`src/rtl/pipe_ctrl_pkg.sv`:
```
// Shared types and width constants for the pipeline hazard/redirect controller.
package pipe_ctrl_pkg;

    typedef enum logic [1:0] {
        PIPE_ST_RUN      = 2'd0,
        PIPE_ST_BUSY     = 2'd1,
        PIPE_ST_REDIRECT = 2'd2
    } pipe_state_e;

    localparam int unsigned PIPE_ADDR_W      = 32;
    localparam int unsigned PIPE_FLUSH_CNT_W = 2;
    localparam int unsigned PIPE_PERF_W      = 32;

    // Counter width able to hold the value 'limit'; at least one bit.
    function automatic int unsigned pipe_cnt_w(input int unsigned limit);
        return (limit < 2) ? 1 : $clog2(limit + 1);
    endfunction

endpackage

```
`src/rtl/pipe_ctrl_wdog.sv`:
```
// Bus-busy watchdog: saturating busy-cycle counter and sticky timeout flag.
module pipe_ctrl_wdog
    import pipe_ctrl_pkg::*;
#(
    parameter int unsigned BUSY_TIMEOUT = 255
) (
    input  logic clk,
    input  logic rst_n,
    input  logic count_en,
    input  logic clear,
    output logic timeout
);

    localparam int unsigned CNT_W = pipe_cnt_w(BUSY_TIMEOUT);
    localparam logic [CNT_W-1:0] LIMIT = CNT_W'(BUSY_TIMEOUT);

    logic [CNT_W-1:0] busy_cnt;
    logic [CNT_W-1:0] busy_cnt_nxt;

    always_comb begin
        busy_cnt_nxt = busy_cnt;
        if (clear) begin
            busy_cnt_nxt = '0;
        end else if (count_en && (busy_cnt != LIMIT)) begin
            busy_cnt_nxt = busy_cnt + 1'b1;
        end
    end

    always_ff @(posedge clk or negedge rst_n) begin
        if (!rst_n) begin
            busy_cnt <= '0;
            timeout  <= 1'b0;
        end else begin
            busy_cnt <= busy_cnt_nxt;
            if ((BUSY_TIMEOUT != 0) && count_en && (busy_cnt_nxt == LIMIT)) begin
                timeout <= 1'b1;
            end
        end
    end

endmodule

```
`src/rtl/pipe_ctrl.sv`:
```
// Pipeline hazard and redirect controller for the 5-stage RV32I core.
// Optional performance counters are enabled by defining PIPE_CTRL_PERF_EN.
module pipe_ctrl
    import pipe_ctrl_pkg::*;
#(
    parameter int unsigned ADDR_W       = PIPE_ADDR_W,
    parameter int unsigned FLUSH_CYCLES = 1,
    parameter int unsigned BUSY_TIMEOUT = 255
) (
    input  logic              clk,
    input  logic              rst_n,
    input  logic              jump_en_i,
    input  logic [ADDR_W-1:0] jump_addr_i,
    input  logic              hold_flag_i,
    input  logic              load_use_i,
    input  logic              mem_busy_i,
    output logic              jump_en_o,
    output logic [ADDR_W-1:0] jump_addr_o,
    output logic              hold_pc_o,
    output logic              hold_if_id_o,
    output logic              flush_if_id_o,
    output logic              hold_id_ex_o,
    output logic              flush_id_ex_o,
    output logic              timeout_o
`ifdef PIPE_CTRL_PERF_EN
    ,
    output logic [PIPE_PERF_W-1:0] perf_stall_cyc_o,
    output logic [PIPE_PERF_W-1:0] perf_flush_cnt_o
`endif
);

    localparam logic [PIPE_FLUSH_CNT_W-1:0] FLUSH_RELOAD = PIPE_FLUSH_CNT_W'(FLUSH_CYCLES - 1);

    pipe_state_e                 state_q, state_d;
    logic                        pend_q, pend_d;
    logic [ADDR_W-1:0]           pend_addr_q, pend_addr_d;
    logic [PIPE_FLUSH_CNT_W-1:0] flush_cnt_q, flush_cnt_d;

    logic              eval_run;
    logic              jump_en;
    logic [ADDR_W-1:0] jump_addr;
    logic              hold_pc;
    logic              hold_if_id;
    logic              hold_id_ex;
    logic              flush_if_id;
    logic              flush_id_ex;
    logic              wd_en;
    logic              wd_clr;
    logic              timeout;

    always_comb begin
        state_d     = state_q;
        pend_d      = pend_q;
        pend_addr_d = pend_addr_q;
        flush_cnt_d = flush_cnt_q;
        eval_run    = 1'b0;
        jump_en     = 1'b0;
        jump_addr   = '0;
        hold_pc     = 1'b0;
        hold_if_id  = 1'b0;
        hold_id_ex  = 1'b0;
        flush_if_id = 1'b0;
        flush_id_ex = 1'b0;
        wd_en       = 1'b0;
        wd_clr      = 1'b0;

        unique case (state_q)
            PIPE_ST_RUN: eval_run = 1'b1;

            PIPE_ST_BUSY: begin
                if (mem_busy_i) begin
                    hold_pc    = 1'b1;
                    hold_if_id = 1'b1;
                    hold_id_ex = 1'b1;
                    wd_en      = 1'b1;
                    if (jump_en_i && !pend_q) begin
                        pend_d      = 1'b1;
                        pend_addr_d = jump_addr_i;
                    end
                end else begin
                    wd_clr = 1'b1;
                    if (pend_q) begin
                        state_d = PIPE_ST_REDIRECT;
                    end else begin
                        // Bus released with nothing captured: this cycle is an ordinary RUN cycle.
                        state_d  = PIPE_ST_RUN;
                        eval_run = 1'b1;
                    end
                end
            end

            PIPE_ST_REDIRECT: begin
                if (mem_busy_i || (!pend_q && jump_en_i)) begin
                    eval_run = 1'b1;
                end else if (pend_q) begin
                    jump_en     = 1'b1;
                    jump_addr   = pend_addr_q;
                    flush_if_id = 1'b1;
                    flush_id_ex = 1'b1;
                    pend_d      = 1'b0;
                    flush_cnt_d = FLUSH_RELOAD;
                    state_d     = (FLUSH_RELOAD != '0) ? PIPE_ST_REDIRECT : PIPE_ST_RUN;
                end else if (flush_cnt_q != '0) begin
                    flush_if_id = 1'b1;
                    flush_cnt_d = flush_cnt_q - 1'b1;
                    if (flush_cnt_q == PIPE_FLUSH_CNT_W'(1)) begin
                        state_d = PIPE_ST_RUN;
                    end
                end else begin
                    state_d = PIPE_ST_RUN;
                end
            end

            default: state_d = PIPE_ST_RUN;
        endcase

        if (eval_run) begin
            if (mem_busy_i) begin
                hold_pc     = 1'b1;
                hold_if_id  = 1'b1;
                hold_id_ex  = 1'b1;
                flush_cnt_d = '0;
                state_d     = PIPE_ST_BUSY;
                if (jump_en_i && !pend_q) begin
                    pend_d      = 1'b1;
                    pend_addr_d = jump_addr_i;
                end
            end else if (jump_en_i) begin
                jump_en     = 1'b1;
                jump_addr   = jump_addr_i;
                flush_if_id = 1'b1;
                flush_id_ex = 1'b1;
                flush_cnt_d = FLUSH_RELOAD;
                state_d     = (FLUSH_RELOAD != '0) ? PIPE_ST_REDIRECT : PIPE_ST_RUN;
            end else if (load_use_i) begin
                hold_pc     = 1'b1;
                hold_if_id  = 1'b1;
                flush_id_ex = 1'b1;
                state_d     = PIPE_ST_RUN;
            end else if (hold_flag_i) begin
                hold_pc    = 1'b1;
                hold_if_id = 1'b1;
                hold_id_ex = 1'b1;
                state_d    = PIPE_ST_RUN;
            end else begin
                state_d = PIPE_ST_RUN;
            end
        end
    end

    always_ff @(posedge clk or negedge rst_n) begin
        if (!rst_n) begin
            state_q     <= PIPE_ST_RUN;
            pend_q      <= 1'b0;
            pend_addr_q <= '0;
            flush_cnt_q <= '0;
        end else begin
            state_q     <= state_d;
            pend_q      <= pend_d;
            pend_addr_q <= pend_addr_d;
            flush_cnt_q <= flush_cnt_d;
        end
    end

    pipe_ctrl_wdog #(
        .BUSY_TIMEOUT(BUSY_TIMEOUT)
    ) u_wdog (
        .clk     (clk),
        .rst_n   (rst_n),
        .count_en(wd_en),
        .clear   (wd_clr),
        .timeout (timeout)
    );

    // Outputs are forced low while reset is asserted; a flush always overrides a hold on the same register.
    assign jump_en_o     = rst_n & jump_en;
    assign jump_addr_o   = (rst_n && jump_en) ? jump_addr : '0;
    assign hold_pc_o     = rst_n & hold_pc;
    assign flush_if_id_o = rst_n & flush_if_id;
    assign hold_if_id_o  = rst_n & hold_if_id & ~flush_if_id;
    assign flush_id_ex_o = rst_n & flush_id_ex;
    assign hold_id_ex_o  = rst_n & hold_id_ex & ~flush_id_ex;
    assign timeout_o     = rst_n & timeout;

`ifdef PIPE_CTRL_PERF_EN
    always_ff @(posedge clk or negedge rst_n) begin
        if (!rst_n) begin
            perf_stall_cyc_o <= '0;
            perf_flush_cnt_o <= '0;
        end else begin
            if (hold_pc_o) begin
                perf_stall_cyc_o <= perf_stall_cyc_o + 1'b1;
            end
            if (jump_en_o) begin
                perf_flush_cnt_o <= perf_flush_cnt_o + 1'b1;
            end
        end
    end
`endif

endmodule

```
`config.mk`:
```
export PLATFORM = sky130hd
export DESIGN_NAME = pipe_ctrl
export DESIGN_NICKNAME = d
export VERILOG_FILES = /design/src/rtl/pipe_ctrl_pkg.sv /design/src/rtl/pipe_ctrl_wdog.sv /design/src/rtl/pipe_ctrl.sv
export SDC_FILE = /design/constraint.sdc
export NUM_CORES = 1
export LEC_CHECK = 0
export CORE_MARGIN = 2
export CORE_UTILIZATION = 50
export CTS_CLUSTER_SIZE = 20
export DETAILED_ROUTE_END_ITERATION = 6
export PLACE_DENSITY = 0.81
export SLEW_MARGIN = 20
export SYNTH_ARGS = -nofsm -noshare
export SYNTH_HDL_FRONTEND = slang
export SYNTH_HIERARCHICAL = 1
export SYNTH_SLANG_ARGS = --single-unit
export TNS_END_PERCENT = 50
```
`constraint.sdc`:
```
create_clock -name clk -period 2.5 [get_ports clk]
set_input_delay 0.75 -clock clk [delete_from_list [all_inputs] [get_ports clk]]
set_output_delay 0.75 -clock clk [all_outputs]
set_load 0.01 [all_outputs]
```
==> results of run 1 <==
-- synthesized netlist by cell type, drive strengths merged, types with 5 or more instances --
master / count
dfrtp: 46
nor2: 18
nor3: 8
inv: 7
a21boi: 11
and2: 13
nand4: 23
nand2: 32
a21oi: 9
and3: 5
o21ai: 31
nand3: 6
o21a: 13
ha: 5
mux2: 32
buf: 22
-- layout make-up --
cell class,instances,share of cell area
clock buffers,6,0.0178
flip-flops and latches,46,0.249
inverters,7,0.00730
multi-input cells,244,0.424
well taps,75,0.0203
clock inverters,2,0.00270
repair buffers,150,0.279
-- worst max path at each step --
stage | startpoint | cells after the start | to
after floorplan | mem_busy_i | 6 | jump_addr_o[15]
after global placement | mem_busy_i | 7 | jump_addr_o[23]
after detailed placement | mem_busy_i | 7 | jump_addr_o[13]
after CTS | state_q[0] | 9 | jump_addr_o[14]
after global routing | state_q[1] | 9 | jump_addr_o[8]
final | state_q[1] | 9 | jump_addr_o[8]
-- sequential cells by signal (all words and copies together), names as in the netlist --
signal / flops
pend_addr_q: 32
u_wdog/busy_cnt: 8
pend_q: 1
flush_cnt_q: 2
u_wdog/timeout: 1
state_q: 2
-- repair_timing --
item / CTS / global route
buffers inserted: 9 / 6
hold buffers: 0 / 0
endpoints found under the setup margin: 39 / 39
cloned: 4 / 1
gates resized for setup: 190 / 45
pin swaps: 10 / 15
-- cells by family (layout without fill, tap and decap cells) --
family	Yosys count	in the layout	synth area share
xor gates and xnor gates	1	1	0.00278
buffers and inverters	33	165	0.0730
and+or+nand+nor	121	121	0.206
muxes	36	36	0.163
AOI/OAI and AO/OA	81	81	0.171
adders and majority gates	5	5	0.0198
DFF	46	46	0.365
-- stage by stage --
stage	hold slack (ns)	setup TNS, ns	cell area [um^2]	total power, mW
floorplan	0.429	0	3150	2.25
global placement	0.448	-33.61	4290	2.75
detailed placement	0.450	-36.01	4290	2.80
CTS	0.406	-9.59	4560	3.48
global route	0.411	-14.49	4630	3.82
finish	0.413	-12.39	4630	3.66
-- where the power goes --
group	switching (mW)	internal (mW)
logic	0.835	1.06
clock network	0.265	0.223
registers	0.235	1.05
total	1.33	2.33
-- cells in the final DEF, fill, tap and decap left out, types with 4 or more instances in the layout --
cell type        Yosys  layout
a21oi_1              8       5
nand3_1              6       6
nand4_1             22      22
nor2_4               0       4
a21boi_1             1       8
dfrtp_1             46      44
buf_2               10      34
clkbuf_8             0       6
buf_4                4      51
nand2_1             32      31
nor3_1               8       8
ha_4                 0       4
and2_1              13      12
and3_1               5       4
clkdlybuf4s50_1      0      35
mux2_4              30      30
buf_6                4      19
mux2i_1              4       4
o21ai_1             23      23
o21ai_0              6       5
nor2_1              17      14
o21a_1              12      12
buf_12               3       6
-- layer usage --
metal  vias up  part of all wire  global-route usage
met2       154              0.50               0.471
met5         -                 0                   0
met3        25             0.055              0.0437
met4         0             0.026               0.109
met1      1543              0.42               0.366
li1       1429                 -                   -
==> metrics, run 1 <==
Post-synth EDFFs=0; critical path peak fanout=21; Rel. slew slack=0.786; Multi-input gate area=1960 um^2; Worst Path Required=1.75 ns; grt total ovfl=0; vias in the first global route=3087; FF+latch count, synth=46; CP cell instances=inv_4 -> buf_4 -> ha_4 -> a21oi_2 -> nand3b_1 -> buf_12 -> nand4_1 -> o21ai_1 -> buf_2; Worst-Margin Slew=roughly 0.32 ns; nets=497; Clock Sinks=46; FF+latch area=between 1000 and 1500 um^2; Max Clock Skew=approximately 0.0034 ns; RR Startpoint=state_q[1]; routed len/inst=19.5 um; setup ws final=-0.399 ns; Syn-to-layout area delta=46.8%; FF-to-FF path depth=11; Routed Antenna Nets=0; violated checks=negative setup slack; via-per-instance ratio=5.95; RSZ-0062 raised after global routing=true; Top FF cell, synth=dfrtp_1; dpl hpwl=6110 um; Die Y=83.4 um; initial antenna violation count=0; Critical Path Source Type=flip-flop; layout cells sized above 1=0.413; Hold Path Class=input pin to async pin; drc violations=0; Final GP Congestion=0.906; Final setup viols=38; area share of the largest cell type after synthesis=0.365; Num CTS Buffers=5; CTS tree=done; setup slack, reg-to-reg=roughly 0.15 ns; Crit Path Class=flip-flop to output pin; final core utilization=0.772; Final Max Tran Viols=0; Power Density=792 nW/um^2; number of port buffers=76; syn_nets=366; maxcap violations=0; crit-path max cell delay=0.46 ns; placed insts=504; clk_lat worst skew=approximately 0.30 ns; Placement Setup Slack=-1.05 ns; num rows=28; Synth area leaders=dfrtp_1 37%, mux2_4 14%, nand4_1 4.4%, nand2_1 3.8%, o21ai_1 3.7%; die width=83.4 um; largest net degree at the start of global routing=22; dominant cell type by area after synthesis=dfrtp_1; core box area=5990 um^2; io pins=77; f_max=~340 MHz; filler cell count=approximately 370; Crit path max-delay family=buffers and inverters; first-pass GRT wire length=15800 um; Initial Util=0.526; Critical R2R Capture=u_wdog/timeout; ant diodes=0; clock-pin slew on the worst setup and hold paths=0.09 ns; DRT iter0 DRCs=291; Max stage delay cell, worst path=dfrtp_2; worst vdd ir=0.568 mV; Synth cell types=53; min cycle time layout=around 2.9 ns; status=finished, violations left; Routed Wire Length=about 10000 um; CTS H-tree depth=2; Via Count=3151; Post-Syn Area=between 3000 and 4000 um^2; Buffers & Inverters on Critical Path=4; 1st-pass router iterations=5; Avg Cell Area, Syn=9.76 um^2; Worst setup EP type=output pin; Leak=2.12 nW; Max clock buf depth=2; Clock Tree Root=clkbuf_8; Total Routing Usage GR=0.282; fin cells=530; post-route clock period utilization=1.16; post-synthesis sequential area ratio=0.365; Async SR Flop Fraction=1.00; Ys Warns=6; Fin. Hold Viols=0; critical path arrival=~2.2 ns; Cells after Synth=about 320; Die ar.=6950 um^2
Power figures use the tool's default switching activity.
==> run 2, diff against run 1 <==
--- a/config.mk
+++ b/config.mk
@@ -5,7 +5,7 @@
 export SDC_FILE = /design/constraint.sdc
 export NUM_CORES = 1
 export LEC_CHECK = 0
-export CORE_MARGIN = 2
+export CORE_MARGIN = 3
 export CORE_UTILIZATION = 50
 export CTS_CLUSTER_SIZE = 20
 export DETAILED_ROUTE_END_ITERATION = 6
==> constraint.sdc (replaced) <==
create_clock -name clk -period 3.6 [get_ports clk]
set_input_delay 1.08 -clock clk [delete_from_list [all_inputs] [get_ports clk]]
set_output_delay 1.08 -clock clk [all_outputs]
set_load 0.01 [all_outputs]
==> run 2 against run 1 <==
Effect of this change: the run now ends clean; worst hold slack better by 0.069 ns; routed wire length is 18% lower; global-route usage is 3.9 points lower; sequential power is 31% lower; critical path type is now input pin to output pin; critical endpoint is now jump_addr_o[20]; largest cell class unchanged.
==> metrics, run 2 (synthesis results as in run 1) <==
min cycle time layout=3.51 ns; Leak=1.94 nW (-8.4%); routed len/inst=17.1 um (-13%); met2 routed WL=4290 um (-16%); Hold Path Class=flip-flop to flip-flop; Num CTS Buffers=5 (unchanged); Final GP Congestion=0.900 (-0.66%); Die ar.=7290 um^2 (+4.9%); layout cells sized above 1=0.240 (-0.173); Metal-1 WL=3610 um (-18%); Critical Path Source Type=input pin; first-pass GRT wire length=14200 um (-9.9%); RSZ-0062 raised after global routing=true; Final setup viols=0 (-100%); grt total ovfl=0 (unchanged); max FFs per register=32 (unchanged); ant diodes=0 (unchanged); number of port buffers=76 (unchanged); drc violations=0 (unchanged); CP cell instances=clkdlybuf4s15_1 -> and2_1 -> o21a_2 -> o21ai_4 -> buf_4 -> o21ai_1 -> dlygate4sd2_1; Routed Antenna Nets=0 (unchanged); Largest regs=pend_addr_q: 32 flops, u_wdog/busy_cnt: 8 flops; Max clock buf depth=2 (unchanged); Post-CTS Hold Buffers=0 (unchanged); Max Clock Skew=0.00931 ns (+0.00596 ns); Worst-Margin Slew=0.387 ns (+0.0665 ns); largest net degree at the start of global routing=23 (+4.5%); die width=85.4 um (+2.4%); hold_ws=0.481 ns (+0.0685 ns); 1st-pass router iterations=4 (-1); clock-pin slew on the worst setup and hold paths=0.08 ns (about the same); nets=463 (-6.8%); Total Routing Usage GR=0.242 (-0.0393); critical path peak fanout=9 (-57%); most common cell after layout, fill and taps aside=dfrtp_1; clk_lat worst skew=0.30 ns (about the same); Final Max Tran Viols=0 (unchanged); Routed Wire Length=8460 um (-18%); via-per-instance ratio=5.78 (-2.7%); Max Used Layer=met4; f_max=~290 MHz; crit-path max cell delay=0.28 ns (-0.18 ns); Fin. Hold Viols=0 (unchanged); dpl hpwl=6150 um (+0.61%); most frequent cells in the layout=46 x dfrtp_1, 35 x clkdlybuf4s50_1, 32 x nand2_1, 32 x buf_4, 30 x mux2_4; status=finished clean; Crit Path Class=input pin to output pin; Max stage delay cell, worst path=dlygate4sd2_1; maxcap violations=0 (unchanged); Rel. slew slack=0.742 (-0.0443); Die Y=85.4 um (+2.4%); filler cell count=465 (+27%); Worst setup EP type=output pin; Syn-to-layout area delta=35.5%; final core utilization=0.709 (-0.0637); io pins=77 (unchanged); initial antenna violation count=0 (unchanged); core box area=6030 um^2 (+0.58%); Worst Path Required=2.52 ns (+0.77 ns); Top reg by flops=pend_addr_q; Via Count=2869 (-8.9%); CTS tree=done; Initial Util=0.523 (-0.00306); num rows=28 (unchanged); met3 routed WL=489 um (-15%); Power Density=537 nW/um^2 (-32%); DRT iter0 DRCs=211 (-27%); post-route clock period utilization=0.974; CTS H-tree depth=2 (unchanged); vias in the first global route=2846 (-7.8%); worst vdd ir=0.356 mV (-37%); Clock Tree Root=clkbuf_8; critical path arrival=2.43 ns (+0.28 ns); Clock Sinks=46 (unchanged)
run 2: what timing repair did:
item | 4_1_cts | 5_1_grt
endpoints found under the setup margin | 38 | 10
pin swaps | 2 | 0
cloned | 1 | 0
setup buffers | 2 | 0
resized for setup | 76 | 4
run 2: critical path, delay by kind of cell:
family          cells  cell delay, ns
compound gates      3            0.47
simple gates        1            0.16
buf+inv             3            0.71
run 2: through the flow:
step | instance area, um^2 | instances | power (mW) | worst slack, ns | setup TNS, ns
after floorplan | 3150 | 323 | 1.56 | 0.514 | 0
final | 4270 | 496 | 2.29 | 0.0932 | 0
after global placement | 4100 | 485 | 1.83 | -0.550 | -19.38
after CTS | 4260 | 496 | 2.27 | 0.0185 | 0
after detailed placement | 4100 | 485 | 1.87 | -0.623 | -21.30
after global routing | 4270 | 496 | 2.43 | -0.0146 | -0.0319
run 2: layout make-up:
type | instances | area [um^2] | share of cell area
Sequential cell | 46 | 1150 | 0.270
Clock inverter | 2 | 37.5 | 0.00879
Clock buffer | 6 | 72.6 | 0.0170
Multi-Input combinational cell | 244 | 1820 | 0.427
Inverter | 7 | 26.3 | 0.00615
Tap cell | 75 | 93.8 | 0.0220
Timing Repair Buffer | 116 | 1060 | 0.249
run 2: power by group:
group	leakage (nW)	switching, mW	internal [mW]
sequential	0.569	0.154	0.726
clock	0.0514	0.182	0.207
combinational	1.32	0.459	0.562
run 2: worst paths after layout:
kind                                         to  cells past startpoint  slack [ns]            from
worst max-delay path            jump_addr_o[20]                      7        0.09       jump_en_i
worst min-delay path             u_wdog/timeout                      1        0.48  u_wdog/timeout
worst max register to register   u_wdog/timeout                     10        1.28      state_q[1]
worst min register to register   u_wdog/timeout                      1        0.48  u_wdog/timeout
max in group asynchronous       pend_addr_q[22]                      3        2.21           rst_n
min in group asynchronous                pend_q                      2        0.79           rst_n
run 2: metal layers:
layer  global-route usage  up-vias
li1                     -     1359
met1                0.321     1411
met2                0.403       95
met3               0.0456        4
met4               0.0748        0
met5                    0        -
==> run 3, diff against run 2 <==
--- a/config.mk
+++ b/config.mk
@@ -9,6 +9,7 @@
 export CORE_UTILIZATION = 50
 export CTS_CLUSTER_SIZE = 20
 export DETAILED_ROUTE_END_ITERATION = 6
+export GPL_TIMING_DRIVEN = 1
 export PLACE_DENSITY = 0.81
 export SLEW_MARGIN = 20
 export SYNTH_ARGS = -nofsm -noshare
==> results of run 3 <==
The final DEF is identical to that of run 2; final timing and power are the same.
